$ cat config.mk
export PLATFORM = sky130hd
export DESIGN_NAME = prior_scanner
export DESIGN_NICKNAME = d
export VERILOG_FILES = /design/src/rtl/prior_pkg.sv /design/src/rtl/prior_encoder_comb.sv /design/src/rtl/prior_scanner.sv
export SDC_FILE = /design/constraint.sdc
export NUM_CORES = 1
export LEC_CHECK = 0
export CAP_MARGIN = 20
export CORE_MARGIN = 2
export CORE_UTILIZATION = 49
export DETAILED_ROUTE_END_ITERATION = 8
export PLACE_DENSITY = 0.82
export SLEW_MARGIN = 20
export SYNTH_ARGS = -nofsm -noshare
export SYNTH_HDL_FRONTEND = slang
export SYNTH_HIERARCHICAL = 1
export SYNTH_SLANG_ARGS = --single-unit
$ cat constraint.sdc
create_clock -name clk -period 2.6 [get_ports clk]
set_input_delay 0.52 -clock clk [delete_from_list [all_inputs] [get_ports clk]]
set_output_delay 0.52 -clock clk [all_outputs]
set_load 0.1 [all_outputs]
$ cat src/rtl/prior_pkg.sv
// Shared constants for the priority scanner: FSM state encoding and a clog2 helper
// used to size index ports.
package prior_pkg;

  localparam logic [0:0] ST_IDLE = 1'b0;
  localparam logic [0:0] ST_EMIT = 1'b1;

  function automatic int clog2(input int value);
    int result;
    int remain;
    result = 0;
    remain = value - 1;
    while (remain > 0) begin
      result++;
      remain = remain >> 1;
    end
    return result;
  endfunction

endpackage

$ cat src/rtl/prior_encoder_comb.sv
// Combinational highest-set-bit finder: reports the top index, whether any bit is set,
// and whether more than one bit is set.
module prior_encoder_comb
  import prior_pkg::*;
#(
  parameter int WIDTH = 8,
  localparam int IDX_W = clog2(WIDTH)
) (
  input  logic [WIDTH-1:0] i_vec,
  output logic [IDX_W-1:0] o_idx,
  output logic             o_any,
  output logic             o_multi
);

  // Ascending scan: the last set bit seen wins, and meeting a set bit after one
  // was already found means at least two are set.
  always_comb begin
    o_idx   = '0;
    o_any   = 1'b0;
    o_multi = 1'b0;
    for (int i = 0; i < WIDTH; i++) begin
      if (i_vec[i]) begin
        if (o_any) o_multi = 1'b1;
        o_idx = IDX_W'(i);
        o_any = 1'b1;
      end
    end
  end

endmodule

$ cat src/rtl/prior_scanner.sv
// Captures a request vector and emits the index of each set bit, highest first, one per beat.
// Optional PRIOR_SCANNER_MASK_EN adds an in_mask port ANDed into the captured vector.
module prior_scanner
  import prior_pkg::*;
#(
  parameter int WIDTH = 8,
  localparam int IDX_W = clog2(WIDTH)
) (
  input  logic             clk,
  input  logic             rst_n,
  input  logic             in_valid,
  output logic             in_ready,
  input  logic [WIDTH-1:0] in_vec,
`ifdef PRIOR_SCANNER_MASK_EN
  input  logic [WIDTH-1:0] in_mask,
`endif
  output logic             out_valid,
  input  logic             out_ready,
  output logic [IDX_W-1:0] out_idx,
  output logic             out_last,
  output logic             out_empty
);

  logic [0:0]       r_state;
  logic [WIDTH-1:0] r_work;
  logic             r_empty;

  logic [WIDTH-1:0] w_captured;
  logic [IDX_W-1:0] w_idx;
  logic             w_any;
  logic             w_multi;
  logic             w_emit;

`ifdef PRIOR_SCANNER_MASK_EN
  assign w_captured = in_vec & in_mask;
`else
  assign w_captured = in_vec;
`endif

  prior_encoder_comb #(.WIDTH(WIDTH)) u_encoder (
    .i_vec   (r_work),
    .o_idx   (w_idx),
    .o_any   (w_any),
    .o_multi (w_multi)
  );

  // Outputs come only from registered state; the work register is zero whenever idle.
  assign w_emit    = (r_state == ST_EMIT);
  assign in_ready  = ~w_emit;
  assign out_valid = w_emit;
  assign out_idx   = w_idx;
  assign out_last  = w_emit & ~w_multi;
  assign out_empty = w_emit & r_empty;

  always_ff @(posedge clk or negedge rst_n) begin
    if (!rst_n) begin
      r_state <= ST_IDLE;
      r_work  <= '0;
      r_empty <= 1'b0;
    end else begin
      case (r_state)
        ST_IDLE: begin
          if (in_valid) begin
            r_work  <= w_captured;
            r_empty <= (w_captured == '0);
            r_state <= ST_EMIT;
          end
        end
        default: begin
          if (out_ready) begin
            if (w_any) r_work <= r_work & ~(WIDTH'(1) << w_idx);
            if (!w_multi) r_state <= ST_IDLE;
          end
        end
      endcase
    end
  end

endmodule

==> summary.md <==
| Metric | Value |
|---|---|
| CTS tree | done |
| Grt ovf | 0 |
| Dpl hpwl | 1320 um |
| Yosys Warn Count | 6 |
| Delay-heaviest family, CP | simple AND/OR/NAND/NOR gates |
| Synthesized area | 671 sq um |
| Post-synth net total | 87 |
| Remaining DRCs | 0 |
| Slowest cell on crit path | dfrtp_2 |
| Reg clk slew, reported paths | 0.07 ns |
| Hold buffers post-CTS | 0 |
| CP max stage delay | 0.47 ns |
| Clock Path Buffers | 2 |
| R2R Setup Slk | 0.75 ns |
| Yosys reg bits | 10 |
| Crit path max fanout | 8 |
| I/O Pins | 19 |
| Share of synthesized registers carrying an async set or reset | 1.00 |
| Post-synthesis cell type count | 25 |
| CP Buf/Inv Count | 1 |
| Core Region | 1280 sq um |
| Crit share post-route | 0.953 |
| Total track usage | 0.270 |
| CP Class | reg2out |
| R2R Path Start | r_work[2] |
| Finished Cell Area | 902 sq um |
| CP arrival | 1.96 ns |
| Initial core utilization | 0.522 |
| Worst-Skew Late Latency | 0.28 ns |
| Status | finished, final reports clean |
| Die ar. | 1680 sq um |
| Post-Syn Instances | 75 |
| CTS Root Cell | clkbuf_4 |
| Avg WL per Cell | 16.8 um |
| Worst setup EP type | output port |
| Placed Area | 865 sq um |
| Final nets | 107 |
| Avg Cell Area, Syn | 8.94 sq um |
| Die W | 41.0 um |
| Worst-Margin Slew | 0.495 ns |
| RSZ-0062 raised after global routing | no |
| Antenna diode count | 0 |
| WP data required | 2.08 ns |
| Hold Crit Class | in2async |
| Port-buffer cells | 18 |
| Area delta synth->final | 34.5% |
| DR vias/cell | 6.23 |
| Max capacitance violation total | 0 |
| Share of layout cells above drive strength 1 | 0.191 |
| # H-tree levels | 1 |
| Ys flop type | dfrtp_1 |
| Clock skew | 0.000529 ns |
| Vias post-DR | 679 |
| Sequential cell area fraction in the yosys report | 0.373 |
| Critical path, cell by cell | nor4_4 -> nand2b_1 -> a211oi_1 -> o31ai_1 -> nor2_4 -> buf_12 |
| Min Tclk post-route | 2.48 ns |
| Reg2reg end | r_work[1] |
| Total CTS buffers | 3 |
| Slew margin rel. | 0.667 |
| Die Y | 41.0 um |
| Startpoint types | flop |
| Standard-cell rows | 13 |
| Final slew viol count | 0 |
| # setup viols final | 0 |
| EDFF count, synth | 0 |
| Antenna violations before repair | 0 |
| Final hold vios | 0 |
| ANT nets after route | 0 |
| R2R depth | 7 |
| RD Place Congestion | 0.874 |
| Detailed Routing Iterations Pass 1 | 4 |
| Global-route wire length before repair | 2870 um |
| Number of global-route vias before repair | 651 |
| Drt total wl | 1830 um |
| Initial drt markers | 22 |
| FMAX | 0.404 GHz |
| Clk sinks | 10 |
| Largest net degree at the start of global routing | 14 |
[worst reg2reg max path: stages (launching register included)]
cell,delay (ns)
dfrtp_1,0.44
nand2b_1,0.17
a21oi_1,0.15
nor2_1,0.06
o21bai_2,0.21
nand4_1,0.21
o311ai_0,0.33
o211ai_1,0.15
[cells in the mapped netlist (3+ instances only)]
| cell type | number | area share |
|---|---|---|
| nand2_1 | 7 | 0.039 |
| inv_1 | 5 | 0.028 |
| o211ai_1 | 3 | 0.034 |
| o21ai_0 | 4 | 0.030 |
| nor4_1 | 3 | 0.028 |
| dfrtp_1 | 10 | 0.37 |
| nor2_1 | 7 | 0.039 |
| o311ai_0 | 3 | 0.039 |
| a31oi_1 | 4 | 0.037 |
| nand3_1 | 3 | 0.022 |
| mux2i_1 | 7 | 0.10 |
[flip-flops by register name, indices dropped and copies added, names as in the netlist]
register and cells:
r_empty 1, r_work 8, out_valid 1
[routing by layer]
layer | vias to the layer above | GRT usage | wire length (um)
met1 | 329 | 0.372 | 811
met2 | 25 | 0.414 | 899
met5 | - | 0 | 0
met3 | 2 | 0.0489 | 99
met4 | 0 | 0.100 | 19
li1 | 323 | - | -
[worst max-delay path by stage]
stage	from	end	slack, ns	cells after the start
finish	r_work[3]	out_last	0.12	6
global placement	r_work[3]	out_last	0.56	6
CTS	r_work[3]	out_last	0.11	6
detailed placement	r_work[3]	out_last	0.51	6
floorplan	out_valid	out_empty	-0.26	3
global route	r_work[2]	out_last	0.02	6
[metrics by stage]
stage	hold slack, ns	TNS, ns	util	cells	worst slack (ns)
floorplan	0.224	-0.264	-	75	-0.264
global placement	0.553	0	0.673	105	0.557
detailed placement	0.549	0	0.673	105	0.509
CTS	0.570	0	0.701	109	0.112
global route	0.583	0	0.702	109	0.0211
finish	0.561	0	0.702	109	0.123
[what timing repair did]
action,4_1_cts,5_1_grt
resized for setup,0,1
buffers inserted,0,0
setup endpoints to repair,0,1
[area by class of cell]
type	count	area (sq um)
Clock buffer	4	36.3
Fill cell	98	383
Inverter	5	18.8
Multi-Input combinational cell	57	388
Sequential cell	10	253
Tap cell	15	18.8
Timing Repair Buffer	18	188
[cells by family (layout without fill, tap and decap cells)]
group / count (synthesis) / in the layout / share of synthesized area
and+or+nand+nor: 28 / 28 / 0.224
muxes: 7 / 7 / 0.104
AOI/OAI and AO/OA: 21 / 21 / 0.215
DFF: 10 / 10 / 0.373
adders and majority gates: 1 / 1 / 0.0149
buffers and inverters: 8 / 27 / 0.0690
[placed cells by master, fill, tap and decap left out, types with 3 or more instances in the layout]
master,count
buf_4,5
o211ai_1,3
o311ai_0,3
a31oi_1,4
clkdlybuf4s50_1,11
nor4_1,3
clkbuf_4,3
mux2i_1,7
nand3_1,3
nand2_1,7
dfrtp_1,8
o21ai_0,4
inv_1,5
nor2_1,5
Power is not shown: default switching activity piles up to over one toggle a cycle in this logic, so the estimate is an artifact.
